File: src/rtl/if_prefetch_queue_if.sv
// rtl/if_prefetch_queue_if.sv - fetch-side bundle: imem handshake, redirect/hold controls, IF/ID head outputs
interface if_prefetch_queue_if;
  logic        imem_req;
  logic [31:0] imem_addr;
  logic        imem_ack;
  logic [31:0] imem_rdata;
  logic        redirect;
  logic [31:0] redirect_pc;
  logic        hold;
  logic        inst_valid;
  logic [31:0] inst;
  logic [31:0] inst_pc_plus_four;

  modport master (
    output imem_req, imem_addr, inst_valid, inst, inst_pc_plus_four,
    input  imem_ack, imem_rdata, redirect, redirect_pc, hold
  );

  modport slave (
    input  imem_req, imem_addr, inst_valid, inst, inst_pc_plus_four,
    output imem_ack, imem_rdata, redirect, redirect_pc, hold
  );
endinterface

File: src/rtl/if_prefetch_queue.sv
// rtl/if_prefetch_queue.sv - instruction prefetch: owns fetch PC, one outstanding imem request,
// buffers {word, pc+4} in a DEPTH-entry FIFO feeding IF/ID, flushes on branch redirect.
module if_prefetch_queue #(
  parameter int          DEPTH    = 4,
  parameter logic [31:0] RESET_PC = 32'h0000_0000
) (
  input  logic                  clk,
  input  logic                  rst,
  if_prefetch_queue_if.master   bus
);

  localparam int PW = (DEPTH > 1) ? $clog2(DEPTH) : 1;
  localparam int CW = PW + 1;

  typedef enum logic [1:0] {S_IDLE, S_BUSY, S_DROP} state_t;

  state_t        r_state;
  logic          r_req;
  logic [31:0]   r_addr;
  logic [31:0]   r_fetch_pc;
  logic [PW-1:0] r_rd_ptr;
  logic [PW-1:0] r_wr_ptr;
  logic [CW-1:0] r_count;
  logic [31:0]   r_inst_mem [DEPTH];
  logic [31:0]   r_pc4_mem  [DEPTH];

  logic          w_valid;
  logic          w_pop;
  logic          w_push;
  logic [CW-1:0] w_count_next;
  logic          w_room;

  assign w_valid      = (r_count != '0);
  assign w_pop        = w_valid & ~bus.hold & ~bus.redirect;
  assign w_push       = (r_state == S_BUSY) & bus.imem_ack & ~bus.redirect;
  assign w_count_next = r_count + CW'(w_push) - CW'(w_pop);
  assign w_room       = (w_count_next < CW'(DEPTH));

  always_ff @(posedge clk) begin
    if (w_push) begin
      r_inst_mem[r_wr_ptr] <= bus.imem_rdata;
      r_pc4_mem[r_wr_ptr]  <= r_addr + 32'd4;
    end
  end

  always_ff @(posedge clk or posedge rst) begin
    if (rst) begin
      r_state    <= S_IDLE;
      r_req      <= 1'b0;
      r_addr     <= RESET_PC;
      r_fetch_pc <= RESET_PC;
      r_rd_ptr   <= '0;
      r_wr_ptr   <= '0;
      r_count    <= '0;
    end else begin
      if (bus.redirect) begin
        r_count  <= '0;
        r_rd_ptr <= '0;
        r_wr_ptr <= '0;
      end else begin
        r_count <= w_count_next;
        if (w_push) r_wr_ptr <= r_wr_ptr + 1'b1;
        if (w_pop)  r_rd_ptr <= r_rd_ptr + 1'b1;
      end

      case (r_state)
        S_IDLE: begin
          if (bus.redirect) begin
            r_state    <= S_BUSY;
            r_req      <= 1'b1;
            r_addr     <= bus.redirect_pc;
            r_fetch_pc <= bus.redirect_pc + 32'd4;
          end else if (w_room) begin
            r_state    <= S_BUSY;
            r_req      <= 1'b1;
            r_addr     <= r_fetch_pc;
            r_fetch_pc <= r_fetch_pc + 32'd4;
          end
        end
        S_BUSY: begin
          if (bus.imem_ack && bus.redirect) begin
            r_addr     <= bus.redirect_pc;
            r_fetch_pc <= bus.redirect_pc + 32'd4;
          end else if (bus.redirect) begin
            // Request still in flight: keep its address until the stale ack retires it.
            r_state    <= S_DROP;
            r_fetch_pc <= bus.redirect_pc;
          end else if (bus.imem_ack) begin
            if (w_room) begin
              r_addr     <= r_fetch_pc;
              r_fetch_pc <= r_fetch_pc + 32'd4;
            end else begin
              r_state <= S_IDLE;
              r_req   <= 1'b0;
            end
          end
        end
        S_DROP: begin
          if (bus.imem_ack) begin
            r_state <= S_BUSY;
            if (bus.redirect) begin
              r_addr     <= bus.redirect_pc;
              r_fetch_pc <= bus.redirect_pc + 32'd4;
            end else begin
              r_addr     <= r_fetch_pc;
              r_fetch_pc <= r_fetch_pc + 32'd4;
            end
          end else if (bus.redirect) begin
            r_fetch_pc <= bus.redirect_pc;
          end
        end
        default: begin
          r_state <= S_IDLE;
          r_req   <= 1'b0;
        end
      endcase
    end
  end

  assign bus.imem_req          = r_req;
  assign bus.imem_addr         = r_addr;
  assign bus.inst_valid        = w_valid;
  assign bus.inst              = w_valid ? r_inst_mem[r_rd_ptr] : 32'h0;
  assign bus.inst_pc_plus_four = w_valid ? r_pc4_mem[r_rd_ptr]  : 32'h0;

endmodule

File: src/flat_wrapper.sv
// flat-port wrapper written by rule: the top's interface ports become plain ports
module if_prefetch_queue_flat 
#(
  parameter int          DEPTH    = 4,
  parameter logic [31:0] RESET_PC = 32'h0000_0000
)
  (clk, rst, bus_imem_req, bus_imem_addr, bus_inst_valid, bus_inst, bus_inst_pc_plus_four, bus_imem_ack, bus_imem_rdata, bus_redirect, bus_redirect_pc, bus_hold);
  if_prefetch_queue_if bus_i ();
  input  logic clk;
  input  logic rst;
  output wire logic [$bits(bus_i.imem_req)-1:0] bus_imem_req;
  output wire logic [$bits(bus_i.imem_addr)-1:0] bus_imem_addr;
  output wire logic [$bits(bus_i.inst_valid)-1:0] bus_inst_valid;
  output wire logic [$bits(bus_i.inst)-1:0] bus_inst;
  output wire logic [$bits(bus_i.inst_pc_plus_four)-1:0] bus_inst_pc_plus_four;
  input wire logic [$bits(bus_i.imem_ack)-1:0] bus_imem_ack;
  input wire logic [$bits(bus_i.imem_rdata)-1:0] bus_imem_rdata;
  input wire logic [$bits(bus_i.redirect)-1:0] bus_redirect;
  input wire logic [$bits(bus_i.redirect_pc)-1:0] bus_redirect_pc;
  input wire logic [$bits(bus_i.hold)-1:0] bus_hold;
  assign bus_imem_req = bus_i.imem_req;
  assign bus_imem_addr = bus_i.imem_addr;
  assign bus_inst_valid = bus_i.inst_valid;
  assign bus_inst = bus_i.inst;
  assign bus_inst_pc_plus_four = bus_i.inst_pc_plus_four;
  assign bus_i.imem_ack = bus_imem_ack;
  assign bus_i.imem_rdata = bus_imem_rdata;
  assign bus_i.redirect = bus_redirect;
  assign bus_i.redirect_pc = bus_redirect_pc;
  assign bus_i.hold = bus_hold;
  if_prefetch_queue #(.DEPTH(DEPTH), .RESET_PC(RESET_PC)) u_core (.clk(clk), .rst(rst), .bus(bus_i));
endmodule
File: config.mk
export PLATFORM = sky130hd
export DESIGN_NAME = if_prefetch_queue_flat
export DESIGN_NICKNAME = d
export VERILOG_FILES = /design/src/rtl/if_prefetch_queue_if.sv /design/src/rtl/if_prefetch_queue.sv /design/src/flat_wrapper.sv
export SDC_FILE = /design/constraint.sdc
export NUM_CORES = 1
export LEC_CHECK = 0
export ABC_AREA = 1
export CORE_MARGIN = 2
export CORE_UTILIZATION = 54
export DETAILED_ROUTE_END_ITERATION = 8
export DONT_BUFFER_PORTS = 1
export PLACE_DENSITY = 0.69
export SLEW_MARGIN = 20
export SYNTH_ARGS = -nofsm -noshare
export SYNTH_HDL_FRONTEND = slang
export SYNTH_SLANG_ARGS = --single-unit
File: constraint.sdc
create_clock -name clk -period 9.1 [get_ports clk]
set_input_delay 0.91 -clock clk [delete_from_list [all_inputs] [get_ports clk]]
set_output_delay 0.91 -clock clk [all_outputs]
set_load 0.1 [all_outputs]
==> metrics.txt, run 1 <==
RSZ-0062 raised after global routing false; vias in the first global route 15867; GRT Total Usage 31.5%; Synth top cells by count nand2_1, nor2_1, edfxtp_1; initial antenna violation count 0; DIE WIDTH 191 um; fin nets 2441; die height 191 um; Core Rows 68; Top FF cell, synth edfxtp_1; fin crit period 4750 ps; Yosys Warn Count 0; CTS resizes 0; Seq/Total Area, Yosys 50.6%; Root Buffer Master clkbuf_16; pre-CTS setup slack 4850 ps; global route hottest layer met2; total setup buffers inserted after CTS 0; Post-Layout Cell Count 2840; Placer Congestion 1.01; worst path required time 8190 ps; worst clock skew 12.5 ps; FMAX 211 MHz; Cells after DPL 2775; Slew HR 20.4%; die area 0.0364 mm2; DR pass1 iterations 6; Final Setup Violations 0; final core utilization 61.4%; first-pass GRT wire length 88800 um; Gate Count Post-Synth 2368; CTS H-tree lvls 2; Initial Util 54.7%; largest net degree at the start of global routing 86; CTS Sinks 330; fin crit share 52.2%; initial DRC count 1835; total core area 0.0345 mm2; layout filler cell count 2959; DRT antenna net count 0; final WL 57500 um; Cell Area, Synth 0.0189 mm2; met2 Usage GRT 51.4%; Async SR Flop Fraction 22.4%; Crit Path Max Fanout 82; vias per cell 5.88; Synth top area share 40.7%; GRT met3 Usage 6.06%; Clk pin slew, worst setup/hold paths 60 ps; CTS tree built; RR Startpoint u_core.r_state[1]$_DFFE_PP0P_; diodes inserted 0; post-synthesis net count 2451; kind of critical path reg2out; Worst-Margin Slew 1190 ps; CP Launch Type flop; share of layout cells above drive strength 1 10.8%; CTS max path bufs 3; met1 usage 41.0%; Worst Setup End Kind primary output; leading post-synthesis cells by cell area edfxtp_1, nand2_1, dfrtp_1, nor2_1, o21ai_0; final hold vios 0; number of library cell types mapped by synthesis 49; clock latency on the worst-skew pair 520 ps; cts bufs inserted 36; Post-synth EDFFs 256; status complete, no violations; max_cap viols 0; IO Port Bufs 0; DR DRC count 0; crit path from u_core.r_rd_ptr[0]$_DFFE_PP0P_; Synth area leader edfxtp_1; final setup TNS 0 ps; Final WS setup 4350 ps; Critical Path AT 3840 ps; Hold Crit Class in2async; I/O Pins 167; via count 16696; most common cell in the netlist nand2_1; Area Overhead vs Synth 12.1%; Hold-fix buffers, CTS 0; Avg Cell Area, Syn 7.97 um2; Seq cells post-synth 330; Slew Limit Fails 0; wire per inst 20.2 um; post-DP HPWL 37300 um; total gr overflow 0
cell usage in the layout, fill, tap and decap left out, types with 11 or more instances in the layout:
master,n
nand2_1,582
nor2_1,390
edfxtp_1,256
o21ai_0,252
inv_1,156
nand3_1,154
buf_4,82
a21oi_1,74
dfrtp_1,72
a21oi_2,57
xor2_1,41
clkbuf_16,36
o211ai_1,23
nand4_1,17
nor2_2,15
nor3_1,15
ha_1,13
nor2_4,11
through the flow:
stage	hold WS (ps)	instance area [um2]
after detailed placement	481	19800
final	303	21100
after global placement	471	19800
after global routing	329	21100
after CTS	314	21100
after floorplan	453	18900
worst paths after layout:
check                                               endpoint  slack (ps)  cells after the start
min                         u_core.r_fetch_pc[8]$_DFFE_PP0P_         300                      1
max                                              bus_inst[7]        4350                      4
min reg2reg                 u_core.r_fetch_pc[1]$_DFFE_PP0P_         490                      2
max in group asynchronous     u_core.r_rd_ptr[0]$_DFFE_PP0P_        7610                      2
max reg2reg                u_core.r_fetch_pc[10]$_DFFE_PP0P_        4730                     22
min in group clk           u_core.r_inst_mem[3][6]$_DFFE_PP_         480                      0
metal layers:
metal / up-vias / wire length (um)
met5: - / 0
met4: 0 / 2760
met3: 188 / 5780
met2: 862 / 26600
met1: 7750 / 22400
li1: 7896 / -
state kept, by name, summed over array words and instances, names as in the netlist:
register / count
u_core.bus.imem_req: 1
u_core.r_inst_mem: 128
u_core.r_wr_ptr: 2
u_core.r_pc4_mem: 128
u_core.bus.imem_addr: 32
u_core.r_fetch_pc: 32
u_core.r_count: 3
u_core.r_rd_ptr: 2
u_core.r_state: 2
worst max-delay path, stage by stage, from the launching register on:
cell and delay, ps:
dfrtp_4 730, inv_2 640, buf_4 680, o21ai_0 240, a21oi_2 960
area by class of cell:
class                      instances  area [um2]  share of cell area, %
clock buffer                      39         912                   4.31
clock inverter                    26         374                   1.77
inverter                         165         621                   2.94
multi-input combinational       1743        8510                   40.2
sequential                       330        9540                   45.1
tap                              455         569                   2.69
timing repair buffer              82         616                   2.91
cells by family after synthesis:
| kind of cell | Yosys count | share of synthesized area [%] |
|---|---|---|
| adder cells (fa/ha/maj) | 14 | 0.968 |
| AO/OA/AOI/OAI | 470 | 13.6 |
| XOR/XNOR | 50 | 2.32 |
| AND/OR/NAND/NOR | 1209 | 26.4 |
| buffers and inverters | 295 | 6.14 |
| flip-flops | 330 | 50.6 |
Power of run 1 is not shown: default switching activity piles up to over one toggle a cycle in this logic, so the estimate is an artifact.
==> run 2, diff against run 1 <==
--- a/config.mk
+++ b/config.mk
@@ -10,7 +10,7 @@
 export CORE_UTILIZATION = 54
 export DETAILED_ROUTE_END_ITERATION = 8
 export DONT_BUFFER_PORTS = 1
-export PLACE_DENSITY = 0.69
+export PLACE_DENSITY = 0.72
 export SLEW_MARGIN = 20
 export SYNTH_ARGS = -nofsm -noshare
 export SYNTH_HDL_FRONTEND = slang
==> constraint.sdc (replaced) <==
create_clock -name clk -period 3.8 [get_ports clk]
set_input_delay 0.38 -clock clk [delete_from_list [all_inputs] [get_ports clk]]
set_output_delay 0.38 -clock clk [all_outputs]
set_load 0.1 [all_outputs]
==> run 2 against run 1 <==
  * Clock-buffer cell count grew 5
  * Register-to-register slack lost 4100 ps
  * Critical path type unchanged
  * Worst setup slack worse by 3800 ps
  * Non-clock buffer count is 87 higher
  * Via count is 3.2% higher
  * First-iteration DRC count is 4.4% higher
  * Core utilization up 1.8 points
  * Final cell count is 3.1% higher
  * Sequential share of layout area is 1.3 points lower
==> metrics.txt, run 2 (synthesis results as in run 1) <==
first-pass GRT wire length 90800 um; CP bufs+invs 3; via count 17235; vias per cell 5.89; CTS tree built; Placer Congestion 0.998; fin crit period 3240 ps; wire per inst 20.2 um; CP Launch Type flop; Clk pin slew, worst setup/hold paths 60 ps; fin nets 2528; total setup buffers inserted after CTS 0; Sequential Area 0.00954 mm2; FMAX 308 MHz; Root Buffer Master clkbuf_16; vias in the first global route 16357; CTS resizes 0; CTS Sinks 330; DIE WIDTH 191 um; worst clock skew 22.3 ps; Reg2Reg Setup Slack 660 ps; Critical R2R Capture u_core.r_fetch_pc[24]$_DFFE_PP0P_; final WL 59100 um; post-DP HPWL 38900 um; Core Rows 68; kind of critical path reg2out; DR pass1 iterations 6; clock latency on the worst-skew pair 540 ps; Hold-fix buffers, CTS 34; initial DRC count 1915; cts bufs inserted 36; Final Setup Violations 0; Area Overhead vs Synth 15.3%; share of layout cells above drive strength 1 12.5%; total gr overflow 0; crit path from u_core.r_rd_ptr[0]$_DFFE_PP0P_; final hold vios 0; min-delay src bus_hold; Post-Layout Cell Count 2927; RR Startpoint u_core.r_state[1]$_DFFE_PP0P_; fin crit share 85.4%; diodes inserted 0; largest net degree at the start of global routing 105; max_cap viols 0; Slew Limit Fails 0; initial antenna violation count 0; Critical Path AT 2860 ps; Initial Util 54.7%; DR DRC count 0; Cells after DPL 2828; critical path depth 5; final core utilization 63.1%; Worst-Margin Slew 1220 ps; CP Cell Sequence inv_2, buf_12, o21ai_0, a21oi_2, buf_4; IO Port Bufs 0; GRT Total Usage 32.2%; die area 0.0364 mm2; cells on worst reg2reg path 20; RSZ-0062 raised after global routing false; layout filler cell count 2946; hold slack 51.5 ps; Slew HR 18.3%; Hold Crit Class in2reg; worst hold stages 3; Crit Path Max Fanout 104; Top delay family on crit path buffers and inverters; top flop regs u_core.r_inst_mem x128, u_core.r_pc4_mem x128; Worst Setup End Kind primary output; I/O Pins 167; most frequent cells in the layout nand2_1, nor2_1, edfxtp_1, o21ai_0, inv_1; CTS H-tree lvls 2; CTS max path bufs 3; Multi-input gate area 0.00845 mm2; DRT antenna net count 0; die height 191 um; worst path required time 3420 ps; status complete, no violations; max incr delay on CP 700 ps; Crit-path slowest cell dfrtp_4; total core area 0.0345 mm2; worst hold path endpoint u_core.r_rd_ptr[0]$_DFFE_PP0P_; most common cell after layout, fill and taps aside nand2_1
[run 2: cell types whose count changed in the layout (fill, tap and decap cells not counted), sizes merged]
cell	change
buf	+53
dlygate4sd3	+34
bufinv	-7
clkbuf	+5
clkinvlp	+5
clkinv	-3
[run 2: cell type report]
cell class | instances | area share (%)
clock inverters | 21 | 0.897
inverters | 165 | 2.85
clock buffers | 44 | 4.28
multi-input cells | 1743 | 38.8
flip-flops and latches | 330 | 43.9
repair buffers | 169 | 6.68
well taps | 455 | 2.62
[run 2: worst max path at each step]
stage | to | slack, ps
3_3_place_gp | u_core.r_fetch_pc[9]$_DFFE_PP0P_ | 850
6_report | bus_inst_pc_plus_four[25] | 560
5_1_grt | u_core.r_fetch_pc[21]$_DFFE_PP0P_ | 360
2_1_floorplan | u_core.r_inst_mem[0][0]$_DFFE_PP_ | -710
4_1_cts | bus_inst_pc_plus_four[31] | 580
3_5_place_dp | u_core.r_fetch_pc[9]$_DFFE_PP0P_ | 790
[run 2: worst min-delay path: stages]
cell and delay (ps):
nor2_1 30, nor2_1 80, nor3_1 50
[run 2: through the flow]
stage	worst slack [ps]	TNS (ps)	instance area, um2
global route	365	0	21800
CTS	577	0	21800
finish	557	0	21800
detailed placement	787	0	20300
floorplan	-709	-181510	18900
global placement	847	0	20300
[run 2: routing by layer]
layer	up-vias	part of all wire, %	GRT usage, %
met2	952	47	52.8
met4	0	4.3	14.5
met3	161	9.4	5.60
met5	-	0	0
met1	8024	39	41.9
li1	8098	-	-
Power of run 2 is left out for the same reason.
